### src/rtl/ddrc_pkg.sv
// Shared types for the DDR controller reset/init sequencer.
// Sequencer state encoding and counter width.
package ddrc_pkg;

   localparam int CNT_W = 24;

   typedef enum logic [1:0] {
      ST_PRST,
      ST_INIT,
      ST_DONE,
      ST_ERR
   } state_t;

endpackage

### src/rtl/ddrc_apb_mux.sv
// 2:1 APB mux handing the DDRC APB port to the init engine or the user.
// Select comes from registered state, so the switch is glitch-free.
module ddrc_apb_mux #(
   parameter int APB_AW = 12,
   parameter int APB_DW = 32
) (
   input  logic              sel_user,
   input  logic              user_psel,
   input  logic              user_penable,
   input  logic              user_pwrite,
   input  logic [APB_AW-1:0] user_paddr,
   input  logic [APB_DW-1:0] user_pwdata,
   output logic [APB_DW-1:0] user_prdata,
   output logic              user_pready,
   input  logic              eng_psel,
   input  logic              eng_penable,
   input  logic              eng_pwrite,
   input  logic [APB_AW-1:0] eng_paddr,
   input  logic [APB_DW-1:0] eng_pwdata,
   output logic              ddrc_psel,
   output logic              ddrc_penable,
   output logic              ddrc_pwrite,
   output logic [APB_AW-1:0] ddrc_paddr,
   output logic [APB_DW-1:0] ddrc_pwdata,
   input  logic [APB_DW-1:0] ddrc_prdata,
   input  logic              ddrc_pready
);

   always_comb begin
      if (sel_user) begin
         ddrc_psel    = user_psel;
         ddrc_penable = user_penable;
         ddrc_pwrite  = user_pwrite;
         ddrc_paddr   = user_paddr;
         ddrc_pwdata  = user_pwdata;
      end else begin
         ddrc_psel    = eng_psel;
         ddrc_penable = eng_penable;
         ddrc_pwrite  = eng_pwrite;
         ddrc_paddr   = eng_paddr;
         ddrc_pwdata  = eng_pwdata;
      end
   end

   assign user_prdata = ddrc_prdata;
   assign user_pready = sel_user & ddrc_pready;

endmodule

### src/rtl/ddrc_rst_seq_ctrl.sv
// DDR controller reset/init sequencer: drives DDRC resets, runs the init
// engine, then hands the APB port to the user; supports timeout and re-init.
module ddrc_rst_seq_ctrl
   import ddrc_pkg::*;
#(
   parameter int NUM_AXI          = 3,
   parameter int PRST_ASSERT_CYC  = 15,
   parameter int PRST_RELEASE_CYC = 30,
   parameter int CORE_QUIET_CYC   = 30,
   parameter int INIT_TIMEOUT     = 0,
   parameter int APB_AW           = 12,
   parameter int APB_DW           = 32
) (
   input  logic               pclk,
   input  logic               resetn,
   input  logic               user_psel,
   input  logic               user_penable,
   input  logic               user_pwrite,
   input  logic [APB_AW-1:0]  user_paddr,
   input  logic [APB_DW-1:0]  user_pwdata,
   output logic [APB_DW-1:0]  user_prdata,
   output logic               user_pready,
   input  logic               user_preset,
   input  logic               user_ddrc_rst,
   input  logic [NUM_AXI-1:0] user_axi_rst,
   input  logic               reinit_req,
   output logic               eng_presetn,
   output logic               eng_start,
   input  logic               eng_psel,
   input  logic               eng_penable,
   input  logic               eng_pwrite,
   input  logic [APB_AW-1:0]  eng_paddr,
   input  logic [APB_DW-1:0]  eng_pwdata,
   input  logic               eng_done,
   output logic               ddrc_preset,
   output logic               ddrc_rst,
   output logic [NUM_AXI-1:0] ddrc_axi_rst,
   output logic               ddrc_psel,
   output logic               ddrc_penable,
   output logic               ddrc_pwrite,
   output logic [APB_AW-1:0]  ddrc_paddr,
   output logic [APB_DW-1:0]  ddrc_pwdata,
   input  logic [APB_DW-1:0]  ddrc_prdata,
   input  logic               ddrc_pready,
   output logic               ddr_init_done,
   output logic               init_err
);

   localparam logic [CNT_W-1:0] ASSERT_C = CNT_W'(PRST_ASSERT_CYC);
   localparam logic [CNT_W-1:0] REL_C    = CNT_W'(PRST_RELEASE_CYC);
   localparam logic [CNT_W-1:0] QUIET_C  = CNT_W'(CORE_QUIET_CYC);
   localparam logic [CNT_W-1:0] ONE      = CNT_W'(1);
   localparam bit               TMO_EN   = (INIT_TIMEOUT != 0);
   localparam logic [CNT_W-1:0] TMO_LAST =
      CNT_W'((INIT_TIMEOUT > 0) ? INIT_TIMEOUT - 1 : 0);

   state_t           state;
   state_t           state_n;
   logic [CNT_W-1:0] seq_cnt;
   logic [CNT_W-1:0] seq_n;
   logic [CNT_W-1:0] quiet_cnt;
   logic [CNT_W-1:0] quiet_n;
   logic [CNT_W-1:0] tmo_cnt;
   logic [CNT_W-1:0] tmo_n;
   logic             reinit_pend;
   logic             pend_n;
   logic             core_rel;
   logic             rel_n;
   logic             quiet_sat;
   logic             eng_wr;

   assign eng_wr    = eng_psel & eng_pwrite;
   assign quiet_sat = (quiet_cnt == QUIET_C);

   always_ff @(posedge pclk or negedge resetn) begin
      if (!resetn) begin
         state       <= ST_PRST;
         seq_cnt     <= '0;
         quiet_cnt   <= '0;
         tmo_cnt     <= '0;
         reinit_pend <= 1'b0;
         core_rel    <= 1'b0;
      end else begin
         state       <= state_n;
         seq_cnt     <= seq_n;
         quiet_cnt   <= quiet_n;
         tmo_cnt     <= tmo_n;
         reinit_pend <= pend_n;
         core_rel    <= rel_n;
      end
   end

   always_comb begin
      state_n = state;
      seq_n   = seq_cnt;
      quiet_n = quiet_cnt;
      tmo_n   = tmo_cnt;
      pend_n  = reinit_pend;
      rel_n   = core_rel;
      unique case (state)
         ST_PRST: begin
            pend_n = 1'b0;
            if (seq_cnt == REL_C) begin
               state_n = ST_INIT;
               seq_n   = '0;
               quiet_n = '0;
               tmo_n   = '0;
               rel_n   = 1'b0;
            end else begin
               seq_n = seq_cnt + ONE;
            end
         end
         ST_INIT: begin
            if (eng_wr)
               quiet_n = '0;
            else if (!quiet_sat)
               quiet_n = quiet_cnt + ONE;
            // Once released, core/AXI stay out of reset for the rest of INIT
            if (quiet_sat)
               rel_n = 1'b1;
            if (tmo_cnt != '1)
               tmo_n = tmo_cnt + ONE;
            if (eng_done)
               state_n = ST_DONE;
            else if (TMO_EN && (tmo_cnt == TMO_LAST))
               state_n = ST_ERR;
         end
         ST_DONE: begin
            if (reinit_req)
               pend_n = 1'b1;
            if (reinit_pend && !user_psel) begin
               state_n = ST_PRST;
               seq_n   = '0;
               pend_n  = 1'b0;
            end
         end
         ST_ERR: begin
            if (reinit_req) begin
               state_n = ST_PRST;
               seq_n   = '0;
            end
         end
         default: state_n = ST_PRST;
      endcase
   end

   always_comb begin
      ddrc_preset  = 1'b1;
      ddrc_rst     = 1'b1;
      ddrc_axi_rst = '1;
      unique case (state)
         ST_PRST: ddrc_preset = (seq_cnt <= ASSERT_C);
         ST_INIT: begin
            ddrc_preset  = 1'b0;
            ddrc_rst     = !(core_rel || quiet_sat);
            ddrc_axi_rst = {NUM_AXI{!(core_rel || quiet_sat)}};
         end
         ST_DONE: begin
            ddrc_preset  = user_preset;
            ddrc_rst     = user_ddrc_rst;
            ddrc_axi_rst = user_axi_rst;
         end
         ST_ERR: begin
            ddrc_preset  = 1'b1;
            ddrc_rst     = 1'b1;
            ddrc_axi_rst = '1;
         end
         default: begin
            ddrc_preset  = 1'b1;
            ddrc_rst     = 1'b1;
            ddrc_axi_rst = '1;
         end
      endcase
   end

   assign eng_presetn   = (state == ST_INIT) || (state == ST_DONE);
   assign eng_start     = (state == ST_INIT);
   assign ddr_init_done = (state == ST_DONE);
   assign init_err      = (state == ST_ERR);

   ddrc_apb_mux #(
      .APB_AW (APB_AW),
      .APB_DW (APB_DW)
   ) u_apb_mux (
      .sel_user     (state == ST_DONE),
      .user_psel    (user_psel),
      .user_penable (user_penable),
      .user_pwrite  (user_pwrite),
      .user_paddr   (user_paddr),
      .user_pwdata  (user_pwdata),
      .user_prdata  (user_prdata),
      .user_pready  (user_pready),
      .eng_psel     (eng_psel),
      .eng_penable  (eng_penable),
      .eng_pwrite   (eng_pwrite),
      .eng_paddr    (eng_paddr),
      .eng_pwdata   (eng_pwdata),
      .ddrc_psel    (ddrc_psel),
      .ddrc_penable (ddrc_penable),
      .ddrc_pwrite  (ddrc_pwrite),
      .ddrc_paddr   (ddrc_paddr),
      .ddrc_pwdata  (ddrc_pwdata),
      .ddrc_prdata  (ddrc_prdata),
      .ddrc_pready  (ddrc_pready)
   );

endmodule

### config.mk
export PLATFORM = sky130hd
export DESIGN_NAME = ddrc_rst_seq_ctrl
export DESIGN_NICKNAME = d
export VERILOG_FILES = /design/src/rtl/ddrc_pkg.sv /design/src/rtl/ddrc_apb_mux.sv /design/src/rtl/ddrc_rst_seq_ctrl.sv
export SDC_FILE = /design/constraint.sdc
export NUM_CORES = 1
export LEC_CHECK = 0
export BUFFER_PORTS_ARGS = -buffer_cell sky130_fd_sc_hd__buf_2
export CAP_MARGIN = 40
export CORE_MARGIN = 2
export CORE_UTILIZATION = 45
export DETAILED_ROUTE_END_ITERATION = 16
export GPL_TIMING_DRIVEN = 1
export PLACE_DENSITY = 0.82
export SLEW_MARGIN = 20
export SYNTH_ARGS = -nofsm -noshare
export SYNTH_HDL_FRONTEND = slang
export SYNTH_SLANG_ARGS = --single-unit
### constraint.sdc
create_clock -name pclk -period 2.1 [get_ports pclk]
set_input_delay 0.105 -clock pclk [delete_from_list [all_inputs] [get_ports pclk]]
set_output_delay 0.105 -clock pclk [all_outputs]
set_load 0.02 [all_outputs]
==> flow_summary.toml, run 1 <==
[synthesis]
synth_nets = 580
async_flop_share_pct = 100
synth.area.top_cells = "dfrtp_1 (33%), mux2_2 (14%), buf_4 (6.1%)"
synth_flop_cell = "dfrtp_1"
synth_cell_types = 44
synth_edf_count = 0
synth_cells = 436
synth_top_area_share_pct = 33.0
yosys_warnings = 0
seq_area_frac_synth_pct = 33.0
synth_top_cell_by_area = "dfrtp_1"
synth-seq-cells = 52
netlist_area_mm2 = 0.00394
synth_area_per_cell_um2 = 9.04

[global_routing]
grt_first_pass_wirelength_mm = 20.4
grt_max_degree = 57
grt_pass1_vias = 3931
antenna_found_initial = 0
grtUsageTotal_pct = 26.7
gr-total-overflow = 0

[die]
row_count = 34
dieWidth_um = 97.6
dieArea_mm2 = 0.00952
num_io_pins = 225
initial_core_util_pct = 45.9
core_mm2 = 0.00859
die_h_um = 97.6

[route]
routed_wl_mm = 13.6
dr_total_vias = 4127
antenna_left = 0
dr.pass1.iters = 6
drtIter0Drc = 377
drc = 0
vias_per_cell = 6.02
drt-wirelength-per-cell_um = 19.9

[timing]
hold_viol_final = 0
min_period_ns = 2.10
maxSlewHeadroom_pct = 54.1
fin_crit_sh_pct = 100
finClkSkew_ns = 0.00968
rsz0062_at_grt = "yes"
setup_viol = 0
worst_pin_slew_ns = 0.683
fmax_ghz = 0.476
slew_violations = 0

[worst_setup_path]
critPathMaxFanout = 4
slowest_delay_ns = 0.41
worstRegToRegCells = 6
worstPathCellList = "inv_2, ha_4, nor4b_4, nand4b_1, nor2_2, o31ai_4, a21o_1, buf_6"
cp-end-kind = "primary output"
cp.required_ns = 2.00
critPathSlowestCell = "dfrtp_1"
start_kind = "flip-flop"
crit_arrival_ns = 1.99
path_buf_inv = 2
crit_type = "reg -> out"
crit_family = "simple AND/OR/NAND/NOR gates"
crit_cells = 8

[power_and_ir_drop]
ir_drop_mv = 0.578
p_per_area_mw_per_mm2 = 864
leakage_nw = 2.27

[cts]
cts_tree = "done"
clk_path_buf_depth = 2
clock_latency_ns = 0.32
cts.sinks = 52
cts_buffers = 5
ctsHtreeMaxLevel = 2
clk_pin_slew_ns = 0.10
clock-root-buffer = "clkbuf_8"

[hold_path]
worst_hold_path_type = "in -> reg"
worstHoldPathCells = 3

[placed_design]
io_buffers = 160
hpwl_mm = 10.2
dp_cells = 670
gp_congestion = 0.952
placed_cell_area_mm2 = 0.00472

[job]
maxCapViolations = 0

[finish]
drive_gt1_share_pct = 48.7
n_antenna_cell = 0
syn_to_final_growth_pct = 29.5
finalNetCount = 720
final_util_pct = 59.4
final_cells = 685
finalInstanceArea_mm2 = 0.00510

[run_status]
status = "finished clean"
## cell usage after synthesis, drive strengths merged, types with 8 or more instances
| master | instances |
|---|---|
| a21oi | 11 |
| a31oi | 10 |
| buf | 41 |
| clkbuf | 18 |
| dfrtp | 52 |
| ha | 8 |
| inv | 10 |
| mux2 | 48 |
| nand2 | 24 |
| nand3 | 22 |
| nand4 | 9 |
| nor2 | 31 |
| nor4 | 17 |
| o21ai | 27 |
| o31ai | 23 |
| xnor2 | 13 |
## tightest hold or removal path, cell delays in order
cell	delay, ns
buf_2	0.11
a31oi_1	0.12
a21oi_1	0.05
## layer usage
layer,wire length (um),vias to the layer above,track usage [%]
li1,-,1847,-
met1,5250,1963,34.8
met2,6650,277,44.5
met3,1360,40,6.55
met4,350,0,7.16
met5,0,-,0
## final timing paths
kind | start | slack (ns) | to
max | quiet_cnt[0] | 0.00009 | ddrc_rst
min | eng_done | 0.10 | state[1]
max reg2reg | state[1] | 0.05 | seq_cnt[19]
min reg2reg | quiet_cnt[4] | 0.53 | quiet_cnt[4]
max in group asynchronous | resetn | 1.17 | quiet_cnt[6]
min in group asynchronous | resetn | 0.42 | seq_cnt[2]
## layout by cell type, fill, tap and decap left out, drive strengths merged, types with 2 or more instances in the layout
cell type and count:
a21o 5, a21oi 11, a31oi 10, and2 7, and3 7, and4 6
buf 190, clkbuf 7, dfrtp 52, ha 8, inv 10, mux2 48
nand2 24, nand2b 6, nand3 22, nand4 9, nand4b 2, nor2 31
nor2b 3, nor3 7, nor3b 3, nor4 17, o21ai 27, o21bai 2
o22a 2, o31ai 23, o41ai 5, or4 2, xnor2 13, xor2 7
## final cells by class
class | instances | area, um^2
clock inverter | 2 | 16.3
inverter | 10 | 37.5
timing repair buffer | 192 | 1110
tap | 108 | 135
clock buffer | 6 | 72.6
sequential | 52 | 1310
multi-input combinational | 315 | 2430
fill | 720 | 3490
## kinds of logic after synthesis
group / count (synthesis) / synth area share, %
and+or+nand+nor: 149 / 20.8
adders and majority gates: 8 / 2.54
muxes: 48 / 13.7
DFF: 52 / 33.0
AOI/OAI and AO/OA: 90 / 15.5
buffers and inverters: 69 / 10.0
xor gates and xnor gates: 20 / 4.44
## state kept, by name (all words and copies together) (netlist names)
name         flops
quiet_cnt       24
core_rel         1
reinit_pend      1
seq_cnt         24
state            2
## stage by stage
step           hold WS (ns)  power (mW)  setup WS (ns)  setup TNS [ns]
2_1_floorplan        -0.191        2.81       -0.00529          -0.212
3_3_place_gp          0.210        3.53         0.0811               0
3_5_place_dp          0.210        3.58        0.00891               0
4_1_cts               0.100        4.25        -0.0113         -0.0276
5_1_grt               0.117        4.63        -0.0593          -0.372
6_report              0.104        4.41      0.0000915               0
## where the power goes
part / switching [mW] / internal, mW
Clock: 0.360 / 0.238
Sequential: 0.189 / 1.13
Combinational: 1.38 / 1.11
Total: 1.93 / 2.48
## timing repair
item	4_1_cts	5_1_grt
resized for setup	15	33
hold buffers	1	0
pin swaps	1	4
setup buffers	2	4
hold endpoints to repair	52	0
endpoints found under the setup margin	19	77
cloned	0	1
Note: power is estimated with default switching activity, not from simulation.
==> run 2: changes to the inputs <==
PLACE_DENSITY = not set   (was 0.82)
PLACE_DENSITY_LB_ADDON = 0.15   (was not set)
SKIP_CTS_REPAIR_TIMING = 1   (was not set)
==> flow_summary.toml, run 2 (same netlist as run 1, synthesis figures left out) <==
[timing]
rsz0062_at_grt = "yes"
setup_viol = 4
holdWs_ns = 0.100
slew_violations = 0
finalWorstSetupSlack_ns = -0.128
fmax_ghz = 0.449
worst_pin_slew_ns = 0.566
min_period_ns = 2.23
finClkSkew_ns = 0.00541
fin_crit_sh_pct = 106
hold_viol_final = 0
maxSlewHeadroom_pct = 62.1

[route]
dr_total_vias = 3853
dr.pass1.iters = 4
routed_wl_mm = 13.2
drt-wirelength-per-cell_um = 19.3
antenna_left = 0
drtIter0Drc = 212
drc = 0
vias_per_cell = 5.65

[worst_setup_path]
critPathSlowestCell = "dfrtp_1"
crit_type = "reg -> out"
worstRegToRegCells = 6
cp.required_ns = 2.00
critPathLaunch = "quiet_cnt[0]"
r2r_end = "seq_cnt[23]"
start_kind = "flip-flop"
slowest_delay_ns = 0.41
worstPathCellList = "inv_1, ha_2, nor4b_4, nand4b_1, nor2_4, o31ai_4, a21o_1, buf_6"
r2r_setup_slack_ns = 0.07
crit_arrival_ns = 2.12
cp-end-kind = "primary output"
timing.rr.start = "state[0]"
critPathMaxFanout = 4

[global_routing]
grt_max_degree = 57
antenna_found_initial = 1
grt_pass1_vias = 3700
gr-total-overflow = 0
grtUsageTotal_pct = 25.7
grt_first_pass_wirelength_mm = 19.7

[die]
core_mm2 = 0.00859
dieArea_mm2 = 0.00952
die_h_um = 97.6
dieWidth_um = 97.6
initial_core_util_pct = 45.9
num_io_pins = 225
row_count = 34

[finish]
final_common_cell = "buf_2"
syn_to_final_growth_pct = 28.1
seqCellArea_mm2 = 0.00131
fill_cells = 801
final_cell_mix = "buf_2 (156), dfrtp_1 (49), mux2_2 (48)"
finalNetCount = 716
largestRegisters = "quiet_cnt (24), seq_cnt (24), state (2)"
multi_input_area_mm2 = 0.00239
final_cells = 682
drive_gt1_share_pct = 47.5

[job]
maxCapViolations = 0

[power_and_ir_drop]
intPower_mw = 2.48
leakage_nw = 2.25
seq_power_share_pct = 30.3
switching_share_pct = 42.8
pwr-share-comb_pct = 55.9
clkPwrFrac_pct = 13.8
p_switching_mw = 1.85
p_per_area_mw_per_mm2 = 858
ir_drop_mv = 0.512

[cts]
clk_pin_slew_ns = 0.09
cts.sinks = 52
clock-root-buffer = "clkbuf_8"
clock_latency_ns = 0.31
ctsHtreeMaxLevel = 2
clk_path_buf_depth = 2
cts_tree = "done"
cts_buffers = 5

[placed_design]
post-place-ws_ns = -0.0968
dp_cells = 670
io_buffers = 160
gp_congestion = 0.919
hpwl_mm = 10.2

[hold_path]
worstHoldPathCells = 3
hold-path-endpoint = "state[1]"
worst_hold_path_type = "in -> reg"
min_from = "eng_done"

[run_status]
status = "complete, but fails checks"
violations = "negative setup slack"
run 2: layout make-up:
cell class,instances,share of cell area [%]
repair buffers,188,21.5
flip-flops and latches,52,25.8
clock buffers,6,1.64
diodes,1,0.0496
inverters,10,0.743
multi-input cells,315,47.4
well taps,108,2.68
clock inverters,2,0.198
run 2: metrics by stage:
step                      util (%)  setup TNS, ns  power, mW  area (um^2)
after floorplan                  -         -0.212       2.81         3940
after global placement        55.1         -0.531       3.56         4730
after detailed placement      55.1         -0.349       3.58         4730
after CTS                     56.2          -1.72       4.18         4830
after global routing          58.8          -1.01       4.57         5050
final                         58.8         -0.481       4.33         5050
run 2: worst max path at each step:
stage,end,cells past startpoint
global route,ddrc_axi_rst[2],8
global placement,ddrc_axi_rst[2],9
CTS,ddrc_axi_rst[2],9
detailed placement,ddrc_axi_rst[2],9
finish,ddrc_axi_rst[2],8
floorplan,ddrc_paddr[0],5
run 2: layer usage:
metal | up-vias | track usage (%) | share of wire [%]
li1 | 1835 | - | -
met1 | 1875 | 36.0 | 44
met2 | 137 | 40.7 | 48
met3 | 6 | 6.12 | 6.8
met4 | 0 | 5.34 | 0.68
met5 | - | 0 | 0
run 2: power groups by stage:
stage                     clock network (mW)  registers, mW  logic, mW
after floorplan                            0           1.27       1.53
after global placement                     0           1.30       2.26
after detailed placement                   0           1.31       2.27
after CTS                              0.610           1.29       2.28
after global routing                   0.655           1.34       2.58
final                                  0.600           1.31       2.42
run 2: worst max-delay path: cells and delay by family, from the launching register on:
family                     cells  cell delay [ns]
and+or+nand+nor                3             0.70
DFF                            1             0.41
AOI/OAI and AO/OA              2             0.31
buffers and inverters          2             0.21
adders and majority gates      1             0.19
